===== src/rtl/mem_access_ctrl.sv =====
// mem_access_ctrl: MEM-stage data-memory access sequencer for an in-order pipeline.
// A load/store in EX/MEM is latched in IDLE, driven to the data memory in ACCESS
// until dm_ack, then released for one DONE cycle so the instruction retires once.
//
// Ports:
//   clk, reset            single clock, synchronous active-high reset
//   mem_read, mem_write   MEM-stage op type (both high = store)
//   address, wr_data      MEM-stage effective address and store data
//   dm_req/dm_we          memory request (held until ack) and its write qualifier
//   dm_addr/dm_wdata      latched request address and store data
//   dm_ack, dm_rdata      memory completion and same-cycle read data
//   stall                 freezes PC, IF/ID, ID/EX and EX/MEM
//   wb_bubble             forces RegWrite=0/MemToReg=0 into MEM/WB
//   load_data             captured load result for MEM/WB
//   err                   one-cycle timeout pulse (DONE cycle)
//
// Optional feature: define MEMCTRL_TIMEOUT_EN to abort an ACCESS after
// TIMEOUT_CYCLES cycles without dm_ack. Without it err is tied low and ACCESS
// waits indefinitely.
module mem_access_ctrl #(
  parameter int unsigned TIMEOUT_CYCLES = 16
) (
  input  logic        clk,
  input  logic        reset,
  input  logic        mem_read,
  input  logic        mem_write,
  input  logic [63:0] address,
  input  logic [63:0] wr_data,
  output logic        dm_req,
  output logic        dm_we,
  output logic [63:0] dm_addr,
  output logic [63:0] dm_wdata,
  input  logic        dm_ack,
  input  logic [63:0] dm_rdata,
  output logic        stall,
  output logic        wb_bubble,
  output logic [63:0] load_data,
  output logic        err
);

  typedef enum logic [1:0] {
    StIdle   = 2'd0,
    StAccess = 2'd1,
    StDone   = 2'd2
  } state_e;

  state_e      state_q, state_d;
  logic        we_q, we_d;
  logic [63:0] addr_q, addr_d;
  logic [63:0] wdata_q, wdata_d;
  logic [63:0] load_q, load_d;
  logic        timeout;  // ACCESS cycle that hits the limit with no ack

  logic mem_op;
  assign mem_op = mem_read | mem_write;

`ifdef MEMCTRL_TIMEOUT_EN
  localparam int unsigned CntW = $clog2(TIMEOUT_CYCLES + 1);
  localparam logic [CntW-1:0] CntLast = CntW'(TIMEOUT_CYCLES - 1);

  logic [CntW-1:0] cnt_q, cnt_d;
  logic            err_q, err_d;

  // Count is zero whenever ACCESS is entered, since it is held clear outside ACCESS.
  always_comb begin
    cnt_d = '0;
    if (state_q == StAccess && !dm_ack) begin
      cnt_d = cnt_q + 1'b1;
    end
  end

  // Ack in the limit cycle wins over the abort.
  assign timeout = (state_q == StAccess) && !dm_ack && (cnt_q == CntLast);
  assign err_d   = timeout;

  always_ff @(posedge clk) begin
    if (reset) begin
      cnt_q <= '0;
      err_q <= 1'b0;
    end else begin
      cnt_q <= cnt_d;
      err_q <= err_d;
    end
  end

  assign err = err_q;
`else
  logic unused_timeout_cfg;
  assign unused_timeout_cfg = ^TIMEOUT_CYCLES;
  assign timeout            = 1'b0;
  assign err                = 1'b0;
`endif

  // State register
  always_ff @(posedge clk) begin
    if (reset) begin
      state_q <= StIdle;
    end else begin
      state_q <= state_d;
    end
  end

  // Next-state logic
  always_comb begin
    state_d = state_q;
    case (state_q)
      StIdle:   if (mem_op) state_d = StAccess;
      StAccess: if (dm_ack || timeout) state_d = StDone;
      StDone:   state_d = StIdle;  // op still in EX/MEM here; must not restart
      default:  state_d = StIdle;
    endcase
  end

  // Outputs
  always_comb begin
    dm_req = (state_q == StAccess);
    stall  = 1'b0;
    if (!reset) begin
      case (state_q)
        StIdle:   stall = mem_op;
        StAccess: stall = 1'b1;
        default:  stall = 1'b0;
      endcase
    end
    wb_bubble = stall;
  end

  // Request and load-result datapath
  always_comb begin
    we_d    = we_q;
    addr_d  = addr_q;
    wdata_d = wdata_q;
    load_d  = load_q;
    if (state_q == StIdle && mem_op) begin
      we_d    = mem_write;
      addr_d  = address;
      wdata_d = wr_data;
    end
    if (state_q == StAccess) begin
      if (dm_ack) begin
        if (!we_q) load_d = dm_rdata;
      end else if (timeout) begin
        load_d = '0;
      end
    end
  end

  always_ff @(posedge clk) begin
    if (reset) begin
      we_q    <= 1'b0;
      addr_q  <= '0;
      wdata_q <= '0;
      load_q  <= '0;
    end else begin
      we_q    <= we_d;
      addr_q  <= addr_d;
      wdata_q <= wdata_d;
      load_q  <= load_d;
    end
  end

  assign dm_we     = we_q;
  assign dm_addr   = addr_q;
  assign dm_wdata  = wdata_q;
  assign load_data = load_q;

endmodule

===== config.mk =====
export PLATFORM = sky130hd
export DESIGN_NAME = mem_access_ctrl
export DESIGN_NICKNAME = d
export VERILOG_FILES = /design/src/rtl/mem_access_ctrl.sv
export SDC_FILE = /design/constraint.sdc
export NUM_CORES = 1
export LEC_CHECK = 0
export ABC_AREA = 0
export ABC_CLOCK_PERIOD_IN_PS = 2000
export BUFFER_PORTS_ARGS = -buffer_cell sky130_fd_sc_hd__buf_2
export CELL_PAD_IN_SITES_DETAIL_PLACEMENT = 0
export CELL_PAD_IN_SITES_GLOBAL_PLACEMENT = 2
export CORE_ASPECT_RATIO = 0.7
export CORE_MARGIN = 4
export CORE_UTILIZATION = 29
export CTS_BUF_LIST = sky130_fd_sc_hd__clkbuf_2
export DETAILED_ROUTE_END_ITERATION = 16
export PLACE_DENSITY_LB_ADDON = 0.1
export SLEW_MARGIN = 20
export SYNTH_ARGS = -nofsm -noshare
export SYNTH_HDL_FRONTEND = slang
export SYNTH_SLANG_ARGS = --single-unit

===== constraint.sdc =====
create_clock -name clk -period 2 [get_ports clk]
set_clock_uncertainty 0.15 [all_clocks]
set_input_delay 0.2 -clock clk [delete_from_list [all_inputs] [get_ports clk]]
set_output_delay 0.2 -clock clk [all_outputs]
set_load 0.005 [all_outputs]

==> metrics, run 1 <==
status stopped before the end; last stage reached clock tree synthesis; Halt Reason [ERROR RSZ-0060] Max buffer count reached.; Starting Density 29.6%; hold buffers post-CTS 319; port bufs 392; syn_nets 1,048; dpl cells 1,560; Clock Path Buffers 2; CTS buffer count 17; RD Place Congestion 0.729; CTS Root Buffer Type clkbuf_2; postcts setup bufs 1; number of H-tree levels 4; Die Span X 210 um; Mapped Avg Cell Area 9.76 um^2; Sink Count 195; Seq cells post-synth 195; I/O pins 394; Cell variety after synth 22; CTS resizes 9; cell area after synthesis 0.00831 mm^2; Yosys warnings 0; HPWL after detailed placement 19.2 mm; row count 51; Seq/Total Area, Yosys 47.0%; die height 150 um; Post-Syn Instances 851
==> cells in the mapped netlist (all sizes together) <==
| library cell | n | area [um^2] |
|---|---|---|
| dfxtp | 195 | 3900 |
| a21bo | 1 | 10.0 |
| nor2 | 2 | 10.0 |
| conb | 1 | 3.75 |
| buf | 42 | 432 |
| nor3 | 2 | 10.0 |
| mux2i | 128 | 1280 |
| and4bb | 1 | 12.5 |
| nand2b | 256 | 1600 |
| clkbuf | 24 | 90.1 |
| nand4bb | 1 | 11.3 |
| a21boi | 1 | 7.51 |
| o21a | 1 | 15.0 |
| a21oi | 65 | 423 |
| nor2b | 1 | 6.26 |
| nand2 | 130 | 488 |
==> through the flow <==
stage	instance area (um^2)	hold WS, ps	setup slack (ps)
2_1_floorplan	8310	159	688
3_5_place_dp	10400	295	447
3_3_place_gp	10400	289	476
==> logic make-up after synthesis <==
| kind of cell | count (synthesis) | share of synthesized area (%) |
|---|---|---|
| flip-flops | 195 | 47.0 |
| multiplexers | 128 | 15.4 |
| other | 1 | 0.0452 |
| AO/OA/AOI/OAI | 68 | 5.48 |
| buffers and inverters | 66 | 6.28 |
| AND/OR/NAND/NOR | 393 | 25.8 |
==> inputs of run 2 (changes only) <==
- CELL_PAD_IN_SITES_DETAIL_PLACEMENT: 0 -> not set
- CELL_PAD_IN_SITES_GLOBAL_PLACEMENT: 2 -> not set
- CORE_ASPECT_RATIO: 0.7 -> not set
- CORE_UTILIZATION: 29 -> 35
- CTS_BUF_LIST: sky130_fd_sc_hd__clkbuf_2 -> not set
- PLACE_DENSITY_LB_ADDON: 0.1 -> 0.15
==> run 2 against run 1 <==
  * The run now ends clean
  * Synthesized cell count unchanged
  * Area after synthesis unchanged
==> metrics, run 2 <==
status finished clean; Hold Vio Cnt, Final 0; share of post-route cells with drive strength above 1 32.8%; count leader, synth nand2b_1; post-route ant nets 0; most frequent cells in the layout 391 x buf_2, 256 x nand2b_1, 195 x dfxtp_1, 195 x dlygate4sd3_1, 130 x nand2_1; initial antenna violation count 0; Crit. Startpoint mem_write; Vias/cell 4.32; Cell variety after synth 22 (unchanged); CTS tree done; top routing layer in use met4; Final Max Slew Viols 0; ys flop type dfxtp_1; HPWL after detailed placement 16.5 mm (-14%); Worst Setup Start Kind primary input; Yosys warnings 0 (unchanged); CP Class primary input to output pin; cell family with most CP delay buffers and inverters; Max-cap violations 0; Hold Path Class primary input to register; final net count 1,598; Die Span X 162 um (-23%); fin util 54.8%; overall power 0.00935 W; I/O pins 394 (unchanged); CTS Root Buffer Type clkbuf_16; Max IR drop VDD 425 uV; CP required 1650 ps; hold_sp reset; crit-path max cell delay 530 ps; Seq/Total Area, Yosys 47.0% (unchanged); met3 WL 2.09 mm; RSZ-0062 raised after global routing no; gr ovfl total 0; routed wire length 24.7 mm; crit path time final 1790 ps; vias in the first global route 7,792; drt first pass iters 5; Ant. Diodes 0; RD Place Congestion 0.766 (+5.1%); most instantiated cells after synthesis 256 x nand2b_1, 195 x dfxtp_1, 130 x nand2_1, 128 x mux2i_1, 39 x a21oi_1; Final period util 89.5%; DR WL met2 12.0 mm; FFs w/ async S/R, synth 0% (unchanged); post-synth top area share 47.0% (unchanged); cell area after synthesis 0.00831 mm^2 (unchanged); CP Capture Type output pin; Post-Syn Instances 851 (unchanged); Mapped Avg Cell Area 9.76 um^2 (unchanged); power per cell area 729 mW/mm^2; Sink Count 195 (unchanged); wire length of the first global-routing pass 39.1 mm; DIE AREA 0.0263 mm^2; DR vias 7,482; Buf/Inv on CP 3; CP max stage cell dlygate4sd3_1; CTS resizes 0 (-9); cell taking the most area after synthesis dfxtp_1; Seq cells post-synth 195 (unchanged); Lkg Pwr 5.97 nW; Placeable Area 0.0234 mm^2; achievable frequency 558 MHz; worst skew pair latency 420 ps; WP data arrival 1440 ps; # DRC 0; die height 162 um (+8.3%); syn_nets 1,048 (unchanged); clk slew on worst S/H paths 80 ps; largest cells by area after synthesis dfxtp_1 47%, nand2b_1 19%, mux2i_1 15%; FF-to-FF Start state_q[1]$_SDFFE_PP0P_; number of H-tree levels 4 (unchanged); first-iteration detailed-routing DRC count 409; setup violators final 0; Starting Density 35.5% (+5.8 points); area delta synth->final 54.3%; most common cell after layout, fill and taps aside buf_2; average wire per standard cell 14.2 um; Post-synth EDFFs 0 (unchanged); largest net degree at the start of global routing 93; row count 56 (+9.8%); CTS buffer count 17 (unchanged); DRT met1 WL 10.0 mm; Worst-Margin Slew 514 ps; final setup TNS 0 ps; Clock Path Buffers 2 (unchanged); port bufs 392 (unchanged); Slew HR 65.7%; critical path, cell by cell dlygate4sd3_1 -> buf_2 -> nor3_1 -> nor3_1 -> buf_2; crit-path max FO 3; GRT Total Usage 18.1%
[run 2: cell counts after synthesis]
Identical to the previous run, type by type.
[run 2: routing by layer]
layer	global-route usage, %	vias to the layer above
li1	-	3824
met1	20.7	3346
met2	31.8	276
met3	5.84	36
met4	6.73	0
met5	0	-
[run 2: area by class of cell]
cell class | instances | area (um^2)
fillers | 2163 | 10600
clock inverters | 12 | 118
clock buffers | 19 | 443
repair buffers | 597 | 4070
well taps | 319 | 399
flip-flops and latches | 195 | 3900
multi-input cells | 590 | 3880
[run 2: where the power goes]
group | internal, W | switching, W
clock | 0.00167 | 0.00164
sequential | 0.00417 | 0.000141
combinational | 0.000977 | 0.000752
[run 2: final timing paths]
check | endpoint | slack, ps | cells past startpoint
max | stall | 210 | 5
min | dm_wdata[34]$_SDFFE_PP0P_ | 120 | 3
min reg2reg | load_data[0]$_SDFFE_PP0P_ | 300 | 2
max reg2reg | load_data[8]$_SDFFE_PP0P_ | 310 | 4
[run 2: timing repair]
| item | 4_1_cts | 5_1_grt |
|---|---|---|
| setup buffers | 0 | 0 |
| hold endpoints to repair | 195 | 0 |
| hold buffers | 195 | 0 |
| setup endpoints to repair | 0 | 0 |
[run 2: cell families after synthesis]
group	count (synthesis)	share of synthesized area (%)
buf+inv	66	6.28
mux	128	15.4
compound gates	68	5.48
simple gates	393	25.8
flops	195	47.0
other cells	1	0.0452
[run 2: metrics by stage]
step           area (um^2)  hold WS, ps  cells  worst slack [ps]
5_1_grt              12800          132   1732              78.0
4_1_cts              12800          102   1732               155
3_3_place_gp         10300          289   1506               366
6_report             12800          119   1732               209
2_1_floorplan         8310          159    851               688
3_5_place_dp         10300          294   1506               318
[run 2: worst min-delay path, stage by stage]
cell,delay (ps)
buf_6,180
nand2b_1,170
mux2i_1,100
(Power assumes the default switching activity.)
==> inputs of run 3 (changes only) <==
- CELL_PAD_IN_SITES_DETAIL_PLACEMENT: not set -> 2
- CELL_PAD_IN_SITES_GLOBAL_PLACEMENT: not set -> 2
- CORE_UTILIZATION: 35 -> 29
==> run 3 against run 2 <==
  * Via count rose by 6.6%
  * First-iteration DRC count fell by 41%
  * Power rose by 2.3%
  * Global-route usage rose by 3.4 points
  * Final area rose by 0.81%
  * Combinational power rose by 6%
==> metrics, run 3 (synthesized netlist as in run 2, its figures left out) <==
Final period util 94.6% (+5.1 points); Final Max Slew Viols 0 (unchanged); average wire per standard cell 19.4 um (+36%); port bufs 392 (unchanged); hold buffers post-CTS 195 (unchanged); gr ovfl total 0 (unchanged); share of power burned in registers 45.3% (-0.8 points); overall power 0.00957 W (+2.3%); cell area after layout 0.0129 mm^2 (+0.81%); power per cell area 741 mW/mm^2 (+1.5%); most frequent cells in the layout 391 x buf_2, 256 x nand2b_1, 195 x dfxtp_1, 195 x dlygate4sd3_1, 130 x nand2_1; setup violators final 0 (unchanged); vias in the first global route 9,436 (+21%); P_sw 0.00273 W (+8.1%); RR Endpoint load_data[33]$_SDFFE_PP0P_; CTS buffer count 17 (unchanged); Lkg Pwr 5.98 nW (+0.13%); Vias/cell 4.45 (+2.9%); R2R setup slack 240 ps (-70 ps); drt first pass iters 4 (-1); met3 WL 2.75 mm (+31%); worst skew pair latency 420 ps (about the same); Worst Setup Start Kind register; Hold Vio Cnt, Final 0 (unchanged); Placed Instance Area 0.0104 mm^2 (+0.96%); postcts setup bufs 0 (unchanged); achievable frequency 528 MHz (-5.4%); Logic pwr share 19.3% (+0.8 points); DR WL met2 18.1 mm (+51%); CP Class register to output pin; register area 0.00390 mm^2 (unchanged); most common cell after layout, fill and taps aside buf_2; CTS tree done; Sw Share 28.6% (+1.5 points); first-iteration detailed-routing DRC count 243 (-41%); initial antenna violation count 2 (+2); final setup TNS 0 ps (unchanged); row count 61 (+8.9%); Max-cap violations 0 (unchanged); clock share of power 35.4% (about the same); Clock Path Buffers 2 (unchanged); Placeable Area 0.0280 mm^2 (+20%); DR vias 7,973 (+6.6%); hold path endpoint dm_wdata[2]$_SDFFE_PP0P_; CP Capture Type output pin; fillcell total 3,034 (+40%); top routing layer in use met4; RSZ-0062 raised after global routing no; Hold Path Stages 3 (unchanged); Sink Count 195 (unchanged); # DRC 0 (unchanged); I/O pins 394 (unchanged); hold_sp reset; Hold Path Class primary input to register; crit-path max FO 6 (+3); P_int 0.00684 W (+0.20%); CTS Root Buffer Type clkbuf_16; Reg2Reg Depth 4 (unchanged); crit path time final 1890 ps (+102 ps); largest net degree at the start of global routing 95 (+2.2%); CP required 1650 ps (about the same); share of post-route cells with drive strength above 1 32.8% (unchanged); multi-input logic area 0.00388 mm^2 (unchanged); clk slew on worst S/H paths 80 ps (about the same); status finished clean; die height 177 um (+9.4%); fin util 46.1% (-8.6 points); area delta synth->final 55.6%; WP data arrival 1540 ps (+100 ps); Hold WS 136 ps (+17.2 ps); DRT met1 WL 13.2 mm (+32%); number of H-tree levels 4 (unchanged); wire length of the first global-routing pass 53.3 mm (+36%); Die Span X 177 um (+9.4%); GRT Total Usage 21.5% (+3.4 points); Max IR drop VDD 386 uV (-9.1%); CTS resizes 0 (unchanged); routed wire length 34.7 mm (+41%); RD Place Congestion 0.730 (-4.8%); FF-to-FF Start state_q[1]$_SDFFE_PP0P_; post-route ant nets 0 (unchanged); DIE AREA 0.0314 mm^2 (+20%); HPWL after detailed placement 20.9 mm (+27%); Starting Density 29.7% (-5.8 points); final net count 1,598 (unchanged)
## run 3: through the flow
stage          setup WS (ps)  std cells
2_1_floorplan            688        851
3_3_place_gp             386       1565
3_5_place_dp             348       1565
4_1_cts                 49.9       1791
5_1_grt                 27.5       1793
6_report                 107       1793
## run 3: metal layers
layer  up-vias  GRT usage (%)
li1       3813              -
met1      3860           22.5
met2       260           41.0
met3        40           7.09
met4         0           5.74
met5         -              0
## run 3: cell type report
type                    count  area share, %
clock buffers              19           3.43
repair buffers            597           31.7
flip-flops and latches    195           30.2
diodes                      2         0.0387
clock inverters            12          0.910
well taps                 378           3.66
multi-input cells         590           30.1
## run 3: worst max-delay path by stage
stage | startpoint | end | cells past startpoint
final | state_q[0]$_SDFFE_PP0P_ | stall | 3
after global routing | state_q[0]$_SDFFE_PP0P_ | stall | 3
after CTS | state_q[0]$_SDFFE_PP0P_ | stall | 3
after detailed placement | state_q[1]$_SDFFE_PP0P_ | load_data[39]$_SDFFE_PP0P_ | 4
after global placement | state_q[1]$_SDFFE_PP0P_ | load_data[29]$_SDFFE_PP0P_ | 4
after floorplan | state_q[1]$_SDFFE_PP0P_ | dm_addr[0]$_SDFFE_PP0P_ | 5
## run 3: worst max-delay path, stage by stage (launching register included)
cell     delay (ps)
dfxtp_1         440
nor3_1          100
nor3_1          380
buf_2           200
## run 3: power by group through the flow
stage                     clock network, W  logic, W  registers, W
after CTS                          0.00352   0.00182       0.00432
final                              0.00339   0.00184       0.00433
after global placement                   0   0.00147       0.00440
after global routing               0.00366   0.00201       0.00437
after floorplan                          0  0.000848       0.00443
after detailed placement                 0   0.00150       0.00441
==> inputs of run 4 (changes only) <==
- CORE_MARGIN: 4 -> not set
==> run 4 against run 3 <==
  * Die area fell by 6.7%
  * Power rose by 0.67%
  * Core utilization rose by 0.29 points
  * Routed wire length fell by 1.8%
  * Critical endpoint is now wb_bubble
  * Largest cell class unchanged
==> metrics, run 4 (synthesized netlist as in run 2, its figures left out) <==
Final Max Slew Viols 0 (unchanged); Hold Path Class primary input to register; register area 0.00390 mm^2 (unchanged); Clock Path Buffers 2 (unchanged); Lkg Pwr 6.03 nW (+0.85%); status finished clean; gr ovfl total 0 (unchanged); Hold Vio Cnt, Final 0 (unchanged); setup violators final 0 (unchanged); DR vias 8,058 (+1.1%); Sw Share 28.8% (+0.20 points); RSZ-0062 raised after global routing no; RD Place Congestion 0.706 (-3.2%); P_sw 0.00277 W (+1.4%); achievable frequency 534 MHz (+1.1%); hold_sp reset; Hold WS 69.1 ps (-66.8 ps); DP Worst Slack 352 ps (+4.13 ps); clock share of power 35.5% (about the same); Worst Setup Start Kind primary input; CP Class primary input to output pin; fillcell total 3,030 (-0.13%); share of post-route cells with drive strength above 1 33.2% (+0.40 points); Max IR drop VDD 422 uV (+9.2%); Die Span X 171 um (-3.4%); GRT Total Usage 22.8% (+1.3 points); most frequent cells in the layout 391 x buf_2, 256 x nand2b_1, 195 x dfxtp_1, 195 x dlygate4sd3_1, 130 x nand2_1; HPWL after detailed placement 20.3 mm (-3.1%); RR Endpoint dm_addr[10]$_SDFFE_PP0P_; most common cell after layout, fill and taps aside buf_2; Placeable Area 0.0280 mm^2 (unchanged); CTS tree done; Final period util 93.6% (-1.1 points); PnR worst setup slack 128 ps (+21.1 ps); first-iteration detailed-routing DRC count 288 (+19%); largest net degree at the start of global routing 98 (+3.2%); CP Capture Type output pin; R2R setup slack 250 ps (about the same); CP required 1650 ps (about the same); Hold Path Stages 2 (-1); Sink Count 195 (unchanged); crit-path max FO 3 (-3); I/O pins 394 (unchanged); area delta synth->final 56.6%; number of H-tree levels 4 (unchanged); final setup TNS 0 ps (unchanged); clk slew on worst S/H paths 70 ps (about the same); initial antenna violation count 2 (unchanged); wire length of the first global-routing pass 51.1 mm (-4.2%); post-route ant nets 0 (unchanged); row count 61 (unchanged); hold path endpoint load_data[7]$_SDFFE_PP0P_; vias in the first global route 9,154 (-3.0%); DIE AREA 0.0293 mm^2 (-6.7%); Logic pwr share 19.5% (+0.2 points); die height 171 um (-3.4%); FF-to-FF Start state_q[0]$_SDFFE_PP0P_; worst skew pair latency 430 ps (about the same); crit path time final 1870 ps (-21.1 ps); Finished Layout Cells 1,802 (+0.50%); multi-input logic area 0.00388 mm^2 (unchanged); dpl cells 1,572 (+0.45%); Vias/cell 4.47 (+0.56%); final net count 1,605 (+0.44%); routed wire length 34.1 mm (-1.8%); power per cell area 741 mW/mm^2 (about the same); Starting Density 29.7% (unchanged); port bufs 392 (unchanged); average wire per standard cell 18.9 um (-2.3%); Max-cap violations 0 (unchanged); # DRC 0 (unchanged); CTS Root Buffer Type clkbuf_16; Reg2Reg Depth 4 (unchanged); fin util 46.4% (+0.29 points); P_int 0.00686 W (+0.39%); drt first pass iters 4 (unchanged); share of power burned in registers 45.0% (-0.3 points); CTS buffer count 17 (unchanged); WP data arrival 1520 ps (-20 ps)
[run 4: area by class of cell]
type | count | share of cell area, %
Sequential cell | 195 | 30.0
Antenna cell | 4 | 0.0770
Clock buffer | 18 | 3.38
Multi-Input combinational cell | 590 | 29.9
Timing Repair Buffer | 604 | 32.1
Clock inverter | 13 | 0.914
Tap cell | 378 | 3.64
[run 4: how the worst max path moves through the flow]
| stage | startpoint | slack [ps] | end |
|---|---|---|---|
| final | mem_write | 130 | wb_bubble |
| after global routing | mem_write | 40 | wb_bubble |
| after CTS | state_q[0]$_SDFFE_PP0P_ | 110 | wb_bubble |
| after detailed placement | state_q[0]$_SDFFE_PP0P_ | 350 | dm_wdata[1]$_SDFFE_PP0P_ |
| after global placement | state_q[0]$_SDFFE_PP0P_ | 380 | load_data[10]$_SDFFE_PP0P_ |
| after floorplan | state_q[1]$_SDFFE_PP0P_ | 690 | dm_addr[0]$_SDFFE_PP0P_ |
[run 4: timing repair]
item | CTS | global route
gates resized for setup | 0 | 0
setup buffers | 0 | 0
hold endpoints to repair | 195 | 0
hold buffers | 195 | 0
[run 4: worst max-delay path: stages]
cell	delay, ps
dlygate4sd3_1	560
buf_2	150
nor3_1	60
nor3_1	350
buf_2	200
[run 4: power by group through the flow]
stage / Sequential (W) / Clock, W / Combinational [W]
detailed placement: 0.00441 / 0 / 0.00153
finish: 0.00434 / 0.00342 / 0.00188
CTS: 0.00432 / 0.00352 / 0.00185
global route: 0.00437 / 0.00367 / 0.00204
global placement: 0.00439 / 0 / 0.00150
floorplan: 0.00443 / 0 / 0.000848
[run 4: through the flow]
stage          cell area [um^2]  total power [W]
3_3_place_gp              10500          0.00590
6_report                  13000          0.00963
2_1_floorplan              8310          0.00527
4_1_cts                   13000          0.00970
5_1_grt                   13000           0.0101
3_5_place_dp              10500          0.00594
[run 4: layer usage]
layer | GRT usage, % | share of wire [%] | up-vias
li1 | - | - | 3836
met3 | 7.39 | 7.8 | 54
met4 | 9.51 | 3.1 | 0
met2 | 42.9 | 52 | 286
met5 | 0 | 0 | -
met1 | 22.9 | 37 | 3882
